`src/rtl/vid_pkg.sv`:
```
// rtl/vid_pkg.sv - shared fetch FSM type, bank count and counter width helper.
package vid_pkg;

  typedef enum logic [2:0] {
    IDLE,
    CMD,
    DATA,
    NEXT,
    DRAIN
  } fetch_state_t;

  localparam int unsigned LB_BANKS = 2;

  // Bits needed for a counter that takes the values 0..n-1.
  function automatic int unsigned cnt_w(input int unsigned n);
    return (n < 2) ? 1 : $clog2(n);
  endfunction

endpackage

```
`src/rtl/vid_edge_det.sv`:
```
// rtl/vid_edge_det.sv - one-cycle delayed copy of a level with rise/fall strobes.
module vid_edge_det (
  input  logic clk_i,
  input  logic rst_ni,
  input  logic sig_i,
  output logic rise_o,
  output logic fall_o
);

  logic sig_q;

  always_ff @(posedge clk_i or negedge rst_ni) begin
    if (!rst_ni) begin
      sig_q <= 1'b0;
    end else begin
      sig_q <= sig_i;
    end
  end

  assign rise_o = sig_i & ~sig_q;
  assign fall_o = ~sig_i & sig_q;

endmodule

```
`src/rtl/line_fetch_ctrl.sv`:
```
// rtl/line_fetch_ctrl.sv - burst read scheduler filling a ping-pong line buffer ahead of display.
module line_fetch_ctrl
  import vid_pkg::*;
#(
  parameter int unsigned RD_HRES     = 640,
  parameter int unsigned RD_VRES     = 480,
  parameter int unsigned BURST_LEN   = 32,
  parameter int unsigned LINE_STRIDE = 640,
  parameter int unsigned BASE_ADDR   = 0,
  parameter int unsigned ADDR_W      = 21
) (
  input  logic              I_pxl_clk,
  input  logic              I_rst_n,
  input  logic              I_vs,
  input  logic              I_rden,
  output logic              O_cmd_valid,
  input  logic              I_cmd_ready,
  output logic [ADDR_W-1:0] O_cmd_addr,
  output logic [7:0]        O_cmd_len,
  input  logic              I_rd_dvalid,
  output logic              O_lb_wr_en,
  output logic              O_lb_wr_sel,
  output logic              O_lb_rd_sel,
  output logic              O_underrun,
  output logic              O_busy
);

  localparam int unsigned BURSTS  = RD_HRES / BURST_LEN;
  localparam int unsigned BEAT_W  = cnt_w(BURST_LEN);
  localparam int unsigned BURST_W = cnt_w(BURSTS);
  localparam int unsigned LINE_W  = cnt_w(RD_VRES + 1);

  localparam logic [BEAT_W-1:0]  LAST_BEAT  = BEAT_W'(BURST_LEN - 1);
  localparam logic [BURST_W-1:0] LAST_BURST = BURST_W'(BURSTS - 1);
  localparam logic [LINE_W-1:0]  LAST_LINE  = LINE_W'(RD_VRES);
  localparam logic [ADDR_W-1:0]  BASE       = ADDR_W'(BASE_ADDR);
  localparam logic [ADDR_W-1:0]  STRIDE     = ADDR_W'(LINE_STRIDE);
  localparam logic [ADDR_W-1:0]  BURST_INC  = ADDR_W'(BURST_LEN);

  fetch_state_t         state_q, state_d;
  logic [BEAT_W-1:0]    beat_cnt_q, beat_cnt_d;
  logic [BURST_W-1:0]   burst_cnt_q, burst_cnt_d;
  logic [LINE_W-1:0]    line_cnt_q, line_cnt_d;
  logic [ADDR_W-1:0]    addr_q, addr_d;
  logic [ADDR_W-1:0]    line_base_q, line_base_d;
  logic [LB_BANKS-1:0]  full_q, full_d;
  logic                 wr_sel_q, wr_sel_d;
  logic                 rd_sel_q, rd_sel_d;
  logic                 underrun_q, underrun_d;
  logic [7:0]           len_q, len_d;
  logic                 restart;

  logic vs_rise, vs_fall_unused, rden_rise, rden_fall;

  vid_edge_det u_vs_edge (
    .clk_i  (I_pxl_clk),
    .rst_ni (I_rst_n),
    .sig_i  (I_vs),
    .rise_o (vs_rise),
    .fall_o (vs_fall_unused)
  );

  vid_edge_det u_rden_edge (
    .clk_i  (I_pxl_clk),
    .rst_ni (I_rst_n),
    .sig_i  (I_rden),
    .rise_o (rden_rise),
    .fall_o (rden_fall)
  );

  always_comb begin
    state_d     = state_q;
    beat_cnt_d  = beat_cnt_q;
    burst_cnt_d = burst_cnt_q;
    line_cnt_d  = line_cnt_q;
    addr_d      = addr_q;
    line_base_d = line_base_q;
    full_d      = full_q;
    wr_sel_d    = wr_sel_q;
    rd_sel_d    = rd_sel_q;
    underrun_d  = underrun_q;
    len_d       = len_q;
    restart     = 1'b0;

    if (rden_rise && !full_q[rd_sel_q]) begin
      underrun_d = 1'b1;
    end
    // Release happens before the NEXT check so a freed bank is usable in the same cycle.
    if (rden_fall) begin
      full_d[rd_sel_q] = 1'b0;
      rd_sel_d         = ~rd_sel_q;
    end

    unique case (state_q)
      IDLE: begin
        if (vs_rise) restart = 1'b1;
      end
      CMD: begin
        if (vs_rise) begin
          restart = 1'b1;
        end else if (I_cmd_ready) begin
          state_d    = DATA;
          beat_cnt_d = '0;
        end
      end
      DATA: begin
        if (I_rd_dvalid) begin
          beat_cnt_d = beat_cnt_q + BEAT_W'(1);
          if (beat_cnt_q == LAST_BEAT) begin
            beat_cnt_d = '0;
            addr_d     = addr_q + BURST_INC;
            if (burst_cnt_q == LAST_BURST) begin
              burst_cnt_d      = '0;
              full_d[wr_sel_q] = 1'b1;
              wr_sel_d         = ~wr_sel_q;
              line_cnt_d       = line_cnt_q + LINE_W'(1);
              line_base_d      = line_base_q + STRIDE;
              addr_d           = line_base_q + STRIDE;
              state_d          = NEXT;
            end else begin
              burst_cnt_d = burst_cnt_q + BURST_W'(1);
              state_d     = CMD;
            end
          end
        end
        // A burst that completes on the vs_rise cycle leaves nothing to drain.
        if (vs_rise) begin
          if (I_rd_dvalid && beat_cnt_q == LAST_BEAT) begin
            restart = 1'b1;
          end else begin
            state_d = DRAIN;
          end
        end
      end
      NEXT: begin
        if (vs_rise) begin
          restart = 1'b1;
        end else if (line_cnt_q == LAST_LINE) begin
          state_d = IDLE;
        end else if (!full_d[wr_sel_q]) begin
          state_d = CMD;
        end
      end
      DRAIN: begin
        if (I_rd_dvalid) begin
          if (beat_cnt_q == LAST_BEAT) begin
            restart = 1'b1;
          end else begin
            beat_cnt_d = beat_cnt_q + BEAT_W'(1);
          end
        end
      end
      default: state_d = IDLE;
    endcase

    if (restart) begin
      state_d     = CMD;
      beat_cnt_d  = '0;
      burst_cnt_d = '0;
      line_cnt_d  = '0;
      addr_d      = BASE;
      line_base_d = BASE;
      full_d      = '0;
      wr_sel_d    = 1'b0;
      rd_sel_d    = 1'b0;
      underrun_d  = 1'b0;
      len_d       = 8'(BURST_LEN);
    end
  end

  always_ff @(posedge I_pxl_clk or negedge I_rst_n) begin
    if (!I_rst_n) begin
      state_q     <= IDLE;
      beat_cnt_q  <= '0;
      burst_cnt_q <= '0;
      line_cnt_q  <= '0;
      addr_q      <= '0;
      line_base_q <= '0;
      full_q      <= '0;
      wr_sel_q    <= 1'b0;
      rd_sel_q    <= 1'b0;
      underrun_q  <= 1'b0;
      len_q       <= '0;
    end else begin
      state_q     <= state_d;
      beat_cnt_q  <= beat_cnt_d;
      burst_cnt_q <= burst_cnt_d;
      line_cnt_q  <= line_cnt_d;
      addr_q      <= addr_d;
      line_base_q <= line_base_d;
      full_q      <= full_d;
      wr_sel_q    <= wr_sel_d;
      rd_sel_q    <= rd_sel_d;
      underrun_q  <= underrun_d;
      len_q       <= len_d;
    end
  end

  assign O_cmd_valid = (state_q == CMD);
  assign O_cmd_addr  = addr_q;
  assign O_cmd_len   = len_q;
  assign O_lb_wr_en  = I_rd_dvalid & ((state_q == DATA) | (state_q == DRAIN));
  assign O_lb_wr_sel = wr_sel_q;
  assign O_lb_rd_sel = rd_sel_q;
  assign O_underrun  = underrun_q;
  assign O_busy      = (state_q != IDLE);

endmodule

```
`config.mk`:
```
export PLATFORM = sky130hd
export DESIGN_NAME = line_fetch_ctrl
export DESIGN_NICKNAME = d
export VERILOG_FILES = /design/src/rtl/vid_pkg.sv /design/src/rtl/vid_edge_det.sv /design/src/rtl/line_fetch_ctrl.sv
export SDC_FILE = /design/constraint.sdc
export NUM_CORES = 1
export LEC_CHECK = 0
export ABC_CLOCK_PERIOD_IN_PS = 7200
export BUFFER_PORTS_ARGS = -buffer_cell sky130_fd_sc_hd__buf_2
export CAP_MARGIN = 40
export CORE_MARGIN = 5
export CORE_UTILIZATION = 55
export DETAILED_ROUTE_END_ITERATION = 6
export PLACE_DENSITY = 0.76
export SETUP_SLACK_MARGIN = 0.05
export SLEW_MARGIN = 20
export SYNTH_ARGS = -nofsm -noshare
export SYNTH_HDL_FRONTEND = slang
export SYNTH_SLANG_ARGS = --single-unit
```
`constraint.sdc`:
```
create_clock -name I_pxl_clk -period 7.2 [get_ports I_pxl_clk]
set_input_delay 2.16 -clock I_pxl_clk [delete_from_list [all_inputs] [get_ports I_pxl_clk]]
set_output_delay 2.16 -clock I_pxl_clk [all_outputs]
set_load 0.05 [all_outputs]
```
==> results.ini, run 1 <==
[run_status]
status=complete, no violations

[yosys]
synth-seq-cells=61
synth-edff-count=0
async_flop_share_pct=100
synth.avg_cell_area_um2=8.67
ys_seq_area_share_pct=42.0
yosys_warnings=0
synthCells=419
syn_area_mm2=0.00363
synthFlopType=dfrtp_1
synth_cell_types=62

[global_routing]
use_met1_pct=28.2
grt_pass1_wl_um=14200
global_route.usage.met2_pct=33.5
antenna_found_initial=0
overflow=0
grt_usage_pct=20.5
met3_usage_pct=3.06
grt_pass1_vias=2949
busiest_layer=met2
grt_max_degree=62

[route]
detail-route-antenna-nets=0
drcViolationCount=0
dr_total_vias=3241
drt-pass1-iter-count=6
wire_per_inst_um=16.1
drt-vias-per-instance=6.21
drtIter0Drc=302
routed_wl_um=8420

[cts]
cts-root-buf=clkbuf_8
cts.clk_slew.worst_paths_ns=0.07
cts_tree=built
insertion_delay_ns=0.34
clock-sinks=61
cts_resized=0
cts_hold_buf=0
cts.path.max_buffers=2
cts_setup_buffers=0
cts_buffers=9
htree_levels=3

[place]
io_buffers=33
gp_congestion=0.856
place_hpwl_um=5840

[timing]
fmax_ghz=0.207
min_period_over_period_pct=67.2
fin_worst_skew_ns=0.00711
slew_viol_final=0
maxSlewHeadroom_pct=45.7
finalHoldViolations=0
finalSetupViolations=0
setup_tns_ns=0
rsz0062_at_grt=no
timing.final.crit_period_ns=4.84
tightestPinTransition_ns=0.811

[setup_path]
worst_setup_path_end_kind=output port
critPathKind=in -> out
start_kind=input pin
required_ns=5.04
critPathArrivalTime_ns=2.68
crit_fanout=8

[cells_and_area]
area_delta_synth_final_pct=9.06
layout-drive-gt1-share_pct=13.9
num_antenna_cells=0
final_cell_mix=dfrtp_1, o21ai_0, nand2_1
fin_nets=453
layout_commonest_cell=dfrtp_1

[floorplanning]
dieWidth_um=91.3
die_height_um=91.3
dieArea_mm2=0.00833
io_pins=41
num_rows=29
start_util_pct=56.9
core_mm2=0.00639

[worst_hold_path]
min_path_type=reg -> reg

[power_and_ir_drop]
vdd_ir_drop_max_mv=0.179
totalPowerFinal_w=0.000922
power_density_mw_per_mm2=233
leakage_nw=1.78

[job]
max_cap_violations=0

## critical path: stages
cell    delay [ns]
buf_2         0.14
and2_1        0.12
buf_2         0.25
## layer usage
| layer | part of all wire (%) | routed length, µm |
|---|---|---|
| met5 | 0 | 0 |
| met3 | 5.4 | 456 |
| met1 | 46 | 3910 |
| met4 | 1.3 | 112 |
| met2 | 47 | 3940 |
## area by class of cell
cell class	count	area, µm²
clock buffers	9	124
inverters	9	33.8
well taps	77	96.3
multi-input cells	321	1920
clock inverters	7	42.5
flip-flops and latches	61	1530
fillers	555	2420
repair buffers	38	223
## kinds of logic after synthesis
group                      after synthesis  synth area share [%]
adders and majority gates                7                  2.41
DFF                                     61                  42.0
AOI/OAI and AO/OA                      127                  21.4
xor gates and xnor gates                15                  3.62
muxes                                    1                 0.276
other                                    1                 0.103
buffers and inverters                   43                  6.03
and+or+nand+nor                        164                  24.2
## stage by stage
step                      utilization [%]  cell area [µm²]  setup WS [ns]  hold WS (ns)  instances
final                                62.0             3960           2.36         0.471        522
after CTS                            61.6             3930           2.36         0.474        521
after global placement               58.9             3760           2.37         0.452        504
after detailed placement             59.0             3770           2.36         0.456        505
after floorplan                         -             3650           2.47         0.454        425
after global routing                 62.0             3960           2.33         0.501        522
## synth_stat cells (2+ instances only)
master	number	area (µm²)
o221ai_1	2	17.5
nand4b_1	2	17.5
nand4_1	11	68.8
o311ai_0	2	17.5
ha_1	7	87.6
nor4_1	5	31.3
xnor2_1	2	17.5
a32o_1	2	20.0
nand2_1	41	154
clkbuf_1	19	71.3
a31oi_1	9	56.3
o22a_1	2	17.5
a22o_1	4	35.0
nand3_1	23	115
buf_4	11	82.6
o21ai_0	52	260
o21a_1	3	22.5
dfrtp_1	61	1530
nor3b_1	3	22.5
a211oi_1	2	15.0
and3_1	7	43.8
and2_1	2	12.5
o211ai_1	3	22.5
nor2b_1	6	37.5
buf_6	2	22.5
a41oi_1	2	17.5
nor2_1	24	90.1
or3_1	5	31.3
nand2b_1	6	37.5
a21oi_1	29	145
o31ai_1	2	15.0
or4_1	4	30.0
nor3_1	9	45.0
inv_1	9	33.8
nand3b_1	5	37.5
a22oi_1	3	22.5
xor2_1	13	114
## final timing paths
check                           slack, ns                     endpoint  depth (start not counted)                       from
min in group asynchronous            1.73    beat_cnt_q[4]$_DFFE_PN0P_                          2                    I_rst_n
worst min-delay path                 0.47     O_cmd_len[5]$_DFFE_PN0P_                          1   O_cmd_len[5]$_DFFE_PN0P_
worst max register to register       4.39   O_cmd_addr[17]$_DFFE_PN0P_                          7  beat_cnt_q[0]$_DFFE_PN0P_
max in group asynchronous            4.97  line_base_q[17]$_DFFE_PN0P_                          3                    I_rst_n
worst max-delay path                 2.36                   O_lb_wr_en                          3                I_rd_dvalid
worst min register to register       0.47     O_cmd_len[5]$_DFFE_PN0P_                          1   O_cmd_len[5]$_DFFE_PN0P_
## state kept, by name, indices dropped and copies added, names as in the netlist
| register | count |
|---|---|
| O_cmd_addr | 17 |
| O_cmd_len | 1 |
| O_lb_rd_sel | 1 |
| O_lb_wr_sel | 1 |
| O_underrun | 1 |
| beat_cnt_q | 5 |
| burst_cnt_q | 5 |
| full_q | 2 |
| line_base_q | 14 |
| line_cnt_q | 9 |
| state_q | 3 |
| u_rden_edge.sig_q | 1 |
| u_vs_edge.sig_q | 1 |
## where the power goes
part | internal (W) | switching [W]
sequential | 0.000364 | 0.0000405
clock | 0.000122 | 0.000141
combinational | 0.0000761 | 0.000178
total | 0.000562 | 0.000360
Note: power is estimated with default switching activity, not from simulation.
==> inputs of run 2 (changes only) <==
Settings changed: ABC_CLOCK_PERIOD_IN_PS 7200 to 5100.
Clock period 7.2 ns to 5.1 ns, I/O delays scaled along.
==> run 2 against run 1 <==
Against the previous run: wire length rose by 0.94%; clock skew rose by 0.0043 ns; sequential power rose by 41%; core utilization rose by 1.2 points; die area did not move; worst hold slack improved by 0.0026 ns; combinational power rose by 42%; global-route usage rose by 0.76 points; design area rose by 1.9%; register-to-register slack got worse by 2.1 ns; clock power rose by 100%; power rose by 59%; critical path type unchanged; largest cell class unchanged.
==> results.ini, run 2 (synthesized netlist as in run 1, its figures left out) <==
[run_status]
status=complete, no violations

[route]
drcViolationCount=0  ; unchanged
drtIter0Drc=239  ; -21%
wire_per_inst_um=16.3  ; +0.94%
dr_total_vias=3273  ; +0.99%
drt-pass1-iter-count=5  ; -1
detail-route-antenna-nets=0  ; unchanged
drt-vias-per-instance=6.27  ; +0.99%
routed_wl_um=8500  ; +0.94%

[cells_and_area]
finalInstanceArea_mm2=0.00404  ; +1.9%
layout-drive-gt1-share_pct=13.5  ; -0.45 points
fin_nets=453  ; unchanged
area_delta_synth_final_pct=11.1
n_fill_cell=535  ; -3.6%
final_cell_mix=dfrtp_1, o21ai_0, nand2_1
largest_register_ffs=17  ; unchanged
layout_commonest_cell=dfrtp_1
num_antenna_cells=0  ; unchanged

[job]
max_cap_violations=0  ; unchanged

[cts]
clock-sinks=61  ; unchanged
htree_levels=3  ; unchanged
cts_setup_buffers=0  ; unchanged
cts_hold_buf=0  ; unchanged
cts.path.max_buffers=2  ; unchanged
cts_buffers=9  ; unchanged
cts_resized=0  ; unchanged
cts.clk_slew.worst_paths_ns=0.07  ; about the same
cts_tree=built
cts-root-buf=clkbuf_8
insertion_delay_ns=0.35  ; about the same

[global_routing]
grt_max_degree=23  ; -63%
antenna_found_initial=0  ; unchanged
grt_pass1_vias=3033  ; +2.8%
overflow=0  ; unchanged
grt_pass1_wl_um=14500  ; +1.9%
grt_usage_pct=21.3  ; +0.76 points

[setup_path]
start_kind=input pin
worst_setup_path_end_kind=output port
crit_fanout=8  ; unchanged
required_ns=3.57  ; -1.47 ns
critPathKind=in -> out
critPathArrivalTime_ns=2.06  ; -0.62 ns

[power_and_ir_drop]
leakage_nw=1.82  ; +2.2%
power_density_mw_per_mm2=362  ; +56%
vdd_ir_drop_max_mv=0.217  ; +21%

[timing]
fin_worst_skew_ns=0.0114  ; +0.00426 ns
timing.final.crit_period_ns=3.59
finalHoldViolations=0  ; unchanged
fmax_ghz=0.279
tightestPinTransition_ns=0.829  ; +0.0172 ns
setup_tns_ns=0  ; unchanged
setup_slack_ns=1.51  ; -0.851 ns
maxSlewHeadroom_pct=44.6  ; -1.2 points
finalSetupViolations=0  ; unchanged
rsz0062_at_grt=no
slew_viol_final=0  ; unchanged
min_period_over_period_pct=70.3

[floorplanning]
dieArea_mm2=0.00833  ; unchanged
num_rows=29  ; unchanged
io_pins=41  ; unchanged
core_mm2=0.00639  ; unchanged
start_util_pct=56.9  ; unchanged
die_height_um=91.3  ; unchanged
dieWidth_um=91.3  ; unchanged

[place]
place_area_mm2=0.00379  ; +0.73%
place_ws_ns=1.51  ; -0.848 ns
place_hpwl_um=5930  ; +1.7%
gp_congestion=0.860  ; +0.53%
io_buffers=33  ; unchanged

[worst_hold_path]
min_path_type=reg -> reg

==> run 2: cell count changes in the layout (fill, tap and decap cells not counted), sizes merged <==
cell and change:
clkinvlp -3, clkbuf +3, bufinv +3, clkinv -3
==> run 2: path summary, 6_finish.rpt <==
path	slack, ns	cells past startpoint	from	endpoint
setup / recovery	1.51	3	I_rd_dvalid	O_lb_wr_en
hold / removal	0.47	1	O_cmd_len[5]$_DFFE_PN0P_	O_cmd_len[5]$_DFFE_PN0P_
setup reg to reg	2.31	7	beat_cnt_q[0]$_DFFE_PN0P_	O_cmd_addr[17]$_DFFE_PN0P_
hold reg to reg	0.47	1	O_cmd_len[5]$_DFFE_PN0P_	O_cmd_len[5]$_DFFE_PN0P_
max in group asynchronous	3.13	3	I_rst_n	state_q[0]$_DFFE_PN0P_
min in group asynchronous	1.13	1	I_rst_n	beat_cnt_q[2]$_DFFE_PN0P_
==> run 2: per-layer routing <==
layer	GRT usage [%]	vias to the layer above	wire [µm]
met5	0	-	0
met2	34.0	112	4030
li1	-	1573	-
met3	4.38	17	476
met1	28.1	1571	3820
met4	9.17	0	170
==> run 2: layout make-up <==
cell class | instances | area, µm² | area share [%]
clock buffers | 12 | 145 | 3.60
clock inverters | 4 | 95.1 | 2.36
inverters | 9 | 33.8 | 0.837
multi-input cells | 321 | 1920 | 47.5
flip-flops and latches | 61 | 1530 | 37.8
well taps | 77 | 96.3 | 2.39
repair buffers | 38 | 223 | 5.52
==> run 2: report_power, final <==
group	switching, W	leakage, nW	internal (W)
sequential	0.0000580	0.834	0.000515
combinational	0.000253	0.862	0.000107
clock	0.000192	0.121	0.000338
total	0.000503	1.82	0.000960
==> run 2: critical path: stages <==
cell and delay, ns:
buf_2 0.14, and2_1 0.13, buf_2 0.25
==> run 2: through the flow <==
| step | std cells | hold WS (ns) | total power (W) | util [%] |
|---|---|---|---|---|
| floorplan | 425 | 0.454 | 0.000860 | - |
| CTS | 522 | 0.477 | 0.00147 | 63.2 |
| global placement | 504 | 0.454 | 0.000928 | 58.9 |
| global route | 522 | 0.499 | 0.00154 | 63.2 |
| detailed placement | 506 | 0.455 | 0.000940 | 59.4 |
| finish | 522 | 0.474 | 0.00146 | 63.2 |
